### config.mk
export PLATFORM = sky130hd
export DESIGN_NAME = risc_controller
export DESIGN_NICKNAME = d
export VERILOG_FILES = /design/src/rtl/risc_controller.sv
export SDC_FILE = /design/constraint.sdc
export NUM_CORES = 1
export LEC_CHECK = 0
export CORE_AREA = 2 2 39 41
export DETAILED_ROUTE_END_ITERATION = 8
export DIE_AREA = 0 0 41 43
export HOLD_SLACK_MARGIN = 0.06
export PLACE_DENSITY_LB_ADDON = 0.2
export SLEW_MARGIN = 30
export SYNTH_ARGS = -nofsm -noshare
export SYNTH_HDL_FRONTEND = slang
export SYNTH_SLANG_ARGS = --single-unit
### constraint.sdc
create_clock -name clk -period 1.39 [get_ports clk]
set_input_delay 0.2085 -clock clk [delete_from_list [all_inputs] [get_ports clk]]
set_output_delay 0.2085 -clock clk [all_outputs]
set_load 0.1 [all_outputs]
### src/rtl/risc_controller.sv
`default_nettype none
// ============================================================================
//  Module   : risc_controller
//  Purpose  : 8-phase instruction sequencer and opcode decoder for the 8-bit
//             accumulator CPU; produces memory/PC/IR/accumulator strobes.
//  Revision : 1.0  initial release
// ============================================================================

module risc_controller #(
    parameter int OP_W        = 3,
    parameter bit HALT_FREEZE = 1'b1
) (
    input  logic            clk,
    input  logic            reset,
    input  logic [OP_W-1:0] opcode,
    input  logic            zero,
    output logic [OP_W-1:0] alu_op,
    output logic [2:0]      phase,
    output logic            sel,
    output logic            rd,
    output logic            ld_ir,
    output logic            inc_pc,
    output logic            ld_pc,
    output logic            ld_ac,
    output logic            wr,
    output logic            data_e,
    output logic            halt
);

    localparam logic [OP_W-1:0] c_op_hlt = OP_W'(0);
    localparam logic [OP_W-1:0] c_op_skz = OP_W'(1);
    localparam logic [OP_W-1:0] c_op_add = OP_W'(2);
    localparam logic [OP_W-1:0] c_op_and = OP_W'(3);
    localparam logic [OP_W-1:0] c_op_xor = OP_W'(4);
    localparam logic [OP_W-1:0] c_op_lda = OP_W'(5);
    localparam logic [OP_W-1:0] c_op_sto = OP_W'(6);
    localparam logic [OP_W-1:0] c_op_jmp = OP_W'(7);

    typedef enum logic [2:0] {
        PH_INST_ADDR  = 3'd0,
        PH_INST_FETCH = 3'd1,
        PH_INST_LOAD  = 3'd2,
        PH_IDLE       = 3'd3,
        PH_OP_ADDR    = 3'd4,
        PH_OP_FETCH   = 3'd5,
        PH_ALU_OP     = 3'd6,
        PH_STORE      = 3'd7
    } phase_t;

    phase_t r_phase_q;
    phase_t w_phase_d;
    phase_t w_phase_inc;
    logic   r_halt_q;
    logic   w_halt_d;

    logic   w_aluop;
    logic   w_is_hlt;
    logic   w_is_skz;
    logic   w_is_sto;
    logic   w_is_jmp;

    logic   w_sel;
    logic   w_rd;
    logic   w_ld_ir;
    logic   w_inc_pc;
    logic   w_ld_pc;
    logic   w_ld_ac;
    logic   w_wr;
    logic   w_data_e;

    assign w_aluop  = (opcode == c_op_add) || (opcode == c_op_and) ||
                      (opcode == c_op_xor) || (opcode == c_op_lda);
    assign w_is_hlt = (opcode == c_op_hlt);
    assign w_is_skz = (opcode == c_op_skz);
    assign w_is_sto = (opcode == c_op_sto);
    assign w_is_jmp = (opcode == c_op_jmp);

    // Halt is latched at the edge that ends OP_ADDR; once set only reset clears it.
    always_comb begin
        w_halt_d    = r_halt_q | ((r_phase_q == PH_OP_ADDR) && w_is_hlt);
        w_phase_inc = phase_t'(r_phase_q + 3'd1);
    end

    generate
        if (HALT_FREEZE) begin : g_phase_freeze
            always_comb begin
                w_phase_d = w_phase_inc;
                if (w_halt_d) begin
                    w_phase_d = PH_OP_ADDR;
                end
            end
        end else begin : g_phase_free
            always_comb begin
                w_phase_d = w_phase_inc;
            end
        end
    endgenerate

    always_ff @(posedge clk) begin
        if (reset) begin
            r_phase_q <= PH_INST_ADDR;
            r_halt_q  <= 1'b0;
        end else begin
            r_phase_q <= w_phase_d;
            r_halt_q  <= w_halt_d;
        end
    end

    always_comb begin
        w_sel    = 1'b0;
        w_rd     = 1'b0;
        w_ld_ir  = 1'b0;
        w_inc_pc = 1'b0;
        w_ld_pc  = 1'b0;
        w_ld_ac  = 1'b0;
        w_wr     = 1'b0;
        w_data_e = 1'b0;
        case (r_phase_q)
            PH_INST_ADDR: begin
                w_sel = 1'b1;
            end
            PH_INST_FETCH: begin
                w_sel = 1'b1;
                w_rd  = 1'b1;
            end
            PH_INST_LOAD: begin
                w_sel   = 1'b1;
                w_rd    = 1'b1;
                w_ld_ir = 1'b1;
            end
            PH_IDLE: begin
                w_sel   = 1'b1;
                w_ld_ir = 1'b1;
            end
            PH_OP_ADDR: begin
                w_inc_pc = !w_is_hlt;
            end
            PH_OP_FETCH: begin
                w_rd = w_aluop;
            end
            PH_ALU_OP: begin
                // zero is only meaningful here, where the alu result is settled
                w_rd     = w_aluop;
                w_inc_pc = w_is_skz && zero;
                w_ld_pc  = w_is_jmp;
                w_data_e = w_is_sto;
            end
            PH_STORE: begin
                w_rd     = w_aluop;
                w_ld_ac  = w_aluop;
                w_ld_pc  = w_is_jmp;
                w_data_e = w_is_sto;
                w_wr     = w_is_sto;
            end
            default: begin
                w_sel = 1'b0;
            end
        endcase
        if (r_halt_q) begin
            w_sel    = 1'b0;
            w_rd     = 1'b0;
            w_ld_ir  = 1'b0;
            w_inc_pc = 1'b0;
            w_ld_pc  = 1'b0;
            w_ld_ac  = 1'b0;
            w_wr     = 1'b0;
            w_data_e = 1'b0;
        end
    end

    assign alu_op = opcode;
    assign phase  = r_phase_q;
    assign halt   = r_halt_q;
    assign sel    = w_sel;
    assign rd     = w_rd;
    assign ld_ir  = w_ld_ir;
    assign inc_pc = w_inc_pc;
    assign ld_pc  = w_ld_pc;
    assign ld_ac  = w_ld_ac;
    assign wr     = w_wr;
    assign data_e = w_data_e;

endmodule

`default_nettype wire

==> results of run 1 <==
-- kinds of logic (layout without fill, tap and decap cells) --
kind of cell / after synthesis / count (layout) / share of synthesized area, %
compound gates: 4 / 4 / 7.72
xor+xnor: 1 / 1 / 2.70
fa+ha+maj: 5 / 5 / 19.3
buf+inv: 7 / 40 / 12.0
flops: 4 / 4 / 24.7
simple gates: 20 / 20 / 33.6
-- timing repair --
item | CTS | global route
buffers inserted | 2 | 0
pin swaps | 9 | 2
endpoints found under the setup margin | 8 | 8
resized for setup | 12 | 2
endpoints found under the hold margin | 0 | 0
-- final cells by class --
type                    instances  area (sq um)
clock buffers                   3          22.5
fillers                        99           410
inverters                       3          11.3
multi-input cells              30           360
flip-flops and latches          4          95.1
well taps                      16          20.0
repair buffers                 34           464
-- final timing paths --
| check | start | endpoint | slack [ns] | cells after the start |
|---|---|---|---|---|
| max | phase[1] | rd | -0.26 | 6 |
| min | reset | phase[2] | 0.58 | 2 |
| max reg2reg | phase[0] | phase[1] | 0.33 | 4 |
| min reg2reg | phase[0] | phase[0] | 0.61 | 2 |
-- metal layers --
layer	GRT usage (%)	wire [um]	vias to the layer above
met5	0	0	-
met4	4.00	0	0
met3	5.24	38	0
met2	23.8	579	10
met1	17.7	418	189
li1	-	-	205
-- flip-flops by register name, summed over array words and instances, names as in the netlist --
signal,count
phase,3
halt,1
-- per-stage QoR --
| step | setup slack (ns) | power [mW] | hold slack [ns] | setup TNS (ns) | instances |
|---|---|---|---|---|---|
| 2_1_floorplan | -0.765 | 0.471 | 0.268 | -3.48 | 41 |
| 6_report | -0.262 | 0.843 | 0.580 | -1.01 | 90 |
| 3_5_place_dp | -0.420 | 0.682 | 0.555 | -2.77 | 85 |
| 4_1_cts | -0.264 | 0.851 | 0.571 | -1.09 | 90 |
| 3_3_place_gp | -0.409 | 0.679 | 0.553 | -2.67 | 85 |
| 5_1_grt | -0.333 | 0.900 | 0.588 | -1.46 | 90 |
-- report_power, final --
group	total (mW)	switching, mW	internal (mW)
clock network	0.139	0.0432	0.0962
registers	0.142	0.0175	0.125
logic	0.562	0.334	0.227
total	0.843	0.395	0.448
-- cell usage after synthesis --
master	number	area share, %
sky130_fd_sc_hd__buf_4	3	6.9
sky130_fd_sc_hd__ha_1	5	19
sky130_fd_sc_hd__nor3b_1	1	2.3
sky130_fd_sc_hd__nand2_1	2	2.3
sky130_fd_sc_hd__a21oi_1	2	3.1
sky130_fd_sc_hd__and3_1	2	3.9
sky130_fd_sc_hd__dfxtp_1	4	25
sky130_fd_sc_hd__nor2_1	7	8.1
sky130_fd_sc_hd__inv_1	3	3.5
sky130_fd_sc_hd__o22a_1	1	2.7
sky130_fd_sc_hd__nand3_2	1	3.1
sky130_fd_sc_hd__buf_2	1	1.5
sky130_fd_sc_hd__a31oi_1	1	1.9
sky130_fd_sc_hd__nor3_2	1	3.1
sky130_fd_sc_hd__nor4b_1	1	2.7
sky130_fd_sc_hd__nor3_1	4	6.2
sky130_fd_sc_hd__xnor2_1	1	2.7
sky130_fd_sc_hd__nand4_1	1	1.9
==> impl_metrics.yaml, run 1 <==
cells_and_area:
  antenna_diodes: 0
  layout_common_cells: "sky130_fd_sc_hd__buf_12, sky130_fd_sc_hd__buf_4, sky130_fd_sc_hd__dfxtp_4"
  commonest_non_fill_non_tap_cell_in_the_layout: "sky130_fd_sc_hd__buf_12"
  fin_area_sq_um: 973
  layout-area-overhead-vs-synth_pct: 200
  nets: 87
  final_layout_size_suffix_gt1_share_pct: 77.0
  postLayoutCoreUtil_pct: 70.3
floorplanning:
  die_h_um: 43
  design.die.area_sq_um: 1760
  core_sq_um: 1380
  placementRows: 14
  die_w_um: 41
  io_pins: 21
  effective_utilization_at_floorplan_pct: 23.4
yosys:
  ys_types: 18
  syn_avg_cell_area_sq_um: 7.90
  synth_fp_nets: 52
  synth_seq_cells: 4
  post_synth_inst_count: 41
  ys_seq_area_share_pct: 24.7
  ys_warnings: 0
  syn_area_sq_um: 324
clock_network:
  tritoncts_clock_tree: "yes"
  clock_sink_count: 4
  hold_buffer_count_at_cts: 0
  numCtsBuffers: 3
  cts-root-to-sink-buffers: 2
  cts-htree-levels: 1
  clkTransAtPathRegs_ns: 0.04
  clock_latency_ns: 0.23
  root_buffer: "sky130_fd_sc_hd__clkbuf_4"
setup_path:
  crit_fanout: 4
  largest_stage_delay_on_the_critical_path_ns: 0.36
  critical_path_arrival_ns: 1.44
  cp_num_buf_inv: 2
  worst_path_dominant_cell_family: "flip-flops"
  timing.critical_path.to_type: "output port"
  required_ns: 1.18
  critical_path_class: "flop to output port"
  cp_cell_instances: "buf_6 > ha_4 > nor3_2 > o22a_1 > nor2_4 > buf_12"
  cp-start-kind: "flop"
  worst_path_max_delay_cell: "sky130_fd_sc_hd__dfxtp_4"
placed_design:
  port_buffers: 20
  post-dp-hpwl_um: 827
  gp_routability_congestion: 0.728
  post_dp_cell_area_sq_um: 885
global_routing:
  grt_pass1_wl_um: 1770
  via_count_of_the_first_global_routing_pass: 398
  globalRoute.totalOverflow: 0
  track_usage_pct: 14.8
  antenna_violations_before_repair: 0
  maximum_number_of_pins_on_one_net_before_global_route_repair: 8
drt:
  initialDrtViolationCount: 2
  finalWirelength_um: 1040
  remaining_drc_errors: 0
  route.detailed.vias_per_inst: 4.49
  total_via_count_after_detailed_routing: 404
  routedWlPerCell_um: 11.5
  drtAntennaViolNets: 0
  drt_pass1_iterations: 3
job:
  drv_cap: 0
timing:
  worst_pin_slew_ns: 0.327
  minimum_setup_slack_in_the_final_design_ns: -0.262
  max_freq_mhz: 605
  layout_worst_path_cycle_share_pct: 119
  finalHoldViolations: 0
  setup_repair_after_global_routing_missed_its_margin: "true"
  final.setup_skew_ns: 0.00387
  relSlewSlack_pct: 78.0
  finalSetupViolCount: 6
  final-max-slew-violation-count: 0
  period_needed_ns: 1.65
status:
  failed_checks: "negative setup slack"
  run_status: "complete, but fails checks"
power:
  peak_ir_drop_on_the_vdd_network_mv: 0.625
  power.static_leakage_nw: 0.379
  power.density_cell_area_nw_per_um2: 866
min_path:
  hp_class: "input pin to flop"
Power figures use the tool's default switching activity.
==> run 2, diff against run 1 <==
--- a/config.mk
+++ b/config.mk
@@ -8,6 +8,7 @@
 export CORE_AREA = 2 2 39 41
 export DETAILED_ROUTE_END_ITERATION = 8
 export DIE_AREA = 0 0 41 43
+export GPL_TIMING_DRIVEN = 0
 export HOLD_SLACK_MARGIN = 0.06
 export PLACE_DENSITY_LB_ADDON = 0.2
 export SLEW_MARGIN = 30
==> run 2 against run 1 <==
Against the previous run: the flow still finishes with violations (negative setup slack); largest power group unchanged; power is 8.7% lower; hold slack worse by 0.0036 ns; core utilization is 9.9 points lower; via count is 0.74% lower.
==> impl_metrics.yaml, run 2 (synthesized netlist as in run 1, its figures left out) <==
clock_network:
  hold_buffer_count_at_cts: 0
  clock_sink_count: 4
  numCtsBuffers: 3
  tritoncts_clock_tree: "yes"
  root_buffer: "sky130_fd_sc_hd__clkbuf_4"
  cts-root-to-sink-buffers: 2
  clock_latency_ns: 0.24
  clkTransAtPathRegs_ns: 0.04
  cts-htree-levels: 1
placed_design:
  port_buffers: 20
  numPlacedInstances: 77
  gp_routability_congestion: 0.742
  post-dp-hpwl_um: 704
global_routing:
  grt_pass1_wl_um: 1680
  track_usage_pct: 14.4
  antenna_violations_before_repair: 0
  maximum_number_of_pins_on_one_net_before_global_route_repair: 10
  via_count_of_the_first_global_routing_pass: 384
  globalRoute.totalOverflow: 0
floorplanning:
  die_h_um: 43
  die_w_um: 41
  placementRows: 14
  effective_utilization_at_floorplan_pct: 23.4
  design.die.area_sq_um: 1760
  core_sq_um: 1380
  io_pins: 21
drt:
  routedWlPerCell_um: 12.0
  highest_layer: "met4"
  detail_route.wirelength.met1_um: 399
  initialDrtViolationCount: 5
  finalWirelength_um: 1020
  wl_met2_um: 530
  routed-wl-met3_um: 77
  drt_pass1_iterations: 4
  total_via_count_after_detailed_routing: 401
  route.detailed.vias_per_inst: 4.72
  remaining_drc_errors: 0
  drtAntennaViolNets: 0
cells_and_area:
  final_layout_size_suffix_gt1_share_pct: 75.4
  layout-area-overhead-vs-synth_pct: 158
  antenna_diodes: 0
  area.sequential_sq_um: 95.1
  layout_common_cells: "sky130_fd_sc_hd__buf_4, sky130_fd_sc_hd__buf_12, sky130_fd_sc_hd__clkbuf_4, sky130_fd_sc_hd__ha_4, sky130_fd_sc_hd__dfxtp_4"
  nFillCells: 123
  nets: 82
  largest_register_ff_count: 3
  fin_cells: 85
  commonest_non_fill_non_tap_cell_in_the_layout: "sky130_fd_sc_hd__buf_4"
  multi_input_comb_area_sq_um: 370
timing:
  worst_pin_slew_ns: 0.540
  max_freq_mhz: 597
  final.setup_skew_ns: 0.00287
  finalHoldViolations: 0
  period_needed_ns: 1.67
  relSlewSlack_pct: 64.2
  minimum_setup_slack_in_the_final_design_ns: -0.285
  finalSetupViolCount: 6
  layout_worst_path_cycle_share_pct: 120
  whs_ns: 0.576
  final-max-slew-violation-count: 0
  setup_repair_after_global_routing_missed_its_margin: "true"
setup_path:
  crit_fanout: 4
  timing.critical_path.to_type: "output port"
  critical_path.reg2reg.startpoint: "phase[1]"
  rr_endpoint: "phase[0]"
  worst-r2r-cell-count: 4
  ff2ff_setup_slack_ns: 0.35
  critical_path_arrival_ns: 1.47
  required_ns: 1.18
  cp-start-kind: "flop"
  critical_path_class: "flop to output port"
power:
  fin_total_pwr_mw: 0.770
  power.density_cell_area_nw_per_um2: 921
  peak_ir_drop_on_the_vdd_network_mv: 0.596
  power.static_leakage_nw: 0.322
min_path:
  hold_start: "reset"
  hp_class: "input pin to flop"
  min_path_cells: 2
  hold_path_end: "phase[2]"
status:
  failed_checks: "negative setup slack"
  run_status: "complete, but fails checks"
job:
  drv_cap: 0
run 2: area by class of cell:
type,count,share of cell area (%)
multi-input combinational,30,44.3
timing repair buffer,25,33.1
sequential,4,11.4
inverter,3,1.65
buffer,4,4.49
clock buffer,3,2.69
tap,16,2.40
run 2: repair_timing:
item / in CTS / in global routing
buffers inserted: 2 / 3
endpoints found under the setup margin: 15 / 10
pin swaps: 5 / 2
resized for setup: 106 / 10
run 2: report_power, final:
part	internal, mW	leakage, nW	switching (mW)
Sequential	0.125	0.0356	0.0191
Clock	0.0966	0.0138	0.0476
Combinational	0.159	0.273	0.323
Total	0.381	0.322	0.389
run 2: critical path, stage by stage (launching register included):
cell	delay, ns
sky130_fd_sc_hd__dfxtp_4	0.36
sky130_fd_sc_hd__ha_4	0.16
sky130_fd_sc_hd__ha_4	0.17
sky130_fd_sc_hd__nor3_2	0.14
sky130_fd_sc_hd__o22a_1	0.19
sky130_fd_sc_hd__nor2_4	0.04
sky130_fd_sc_hd__buf_12	0.16
run 2: metrics by stage:
stage / utilization [%] / TNS (ns) / setup slack, ns / cell area, sq um
6_report: 60.4 / -0.939 / -0.285 / 836
5_1_grt: 60.4 / -1.38 / -0.367 / 836
4_1_cts: 57.5 / -1.56 / -0.289 / 796
3_5_place_dp: 49.3 / -12.94 / -1.38 / 682
3_3_place_gp: 49.3 / -12.92 / -1.35 / 682
2_1_floorplan: - / -3.48 / -0.765 / 462
run 2: metal layers:
| layer | GRT usage (%) | vias to the layer above |
|---|---|---|
| li1 | - | 195 |
| met1 | 18.8 | 179 |
| met4 | 4.00 | 0 |
| met5 | 0 | - |
| met3 | 6.28 | 4 |
| met2 | 20.9 | 23 |
run 2: worst max path at each step:
stage | from | to | cells past startpoint | slack, ns
2_1_floorplan | phase[1] | inc_pc | 3 | -0.76
3_5_place_dp | opcode[2] | inc_pc | 5 | -1.38
6_report | phase[0] | rd | 6 | -0.28
4_1_cts | phase[1] | inc_pc | 5 | -0.29
5_1_grt | phase[1] | inc_pc | 5 | -0.37
3_3_place_gp | opcode[2] | inc_pc | 5 | -1.35
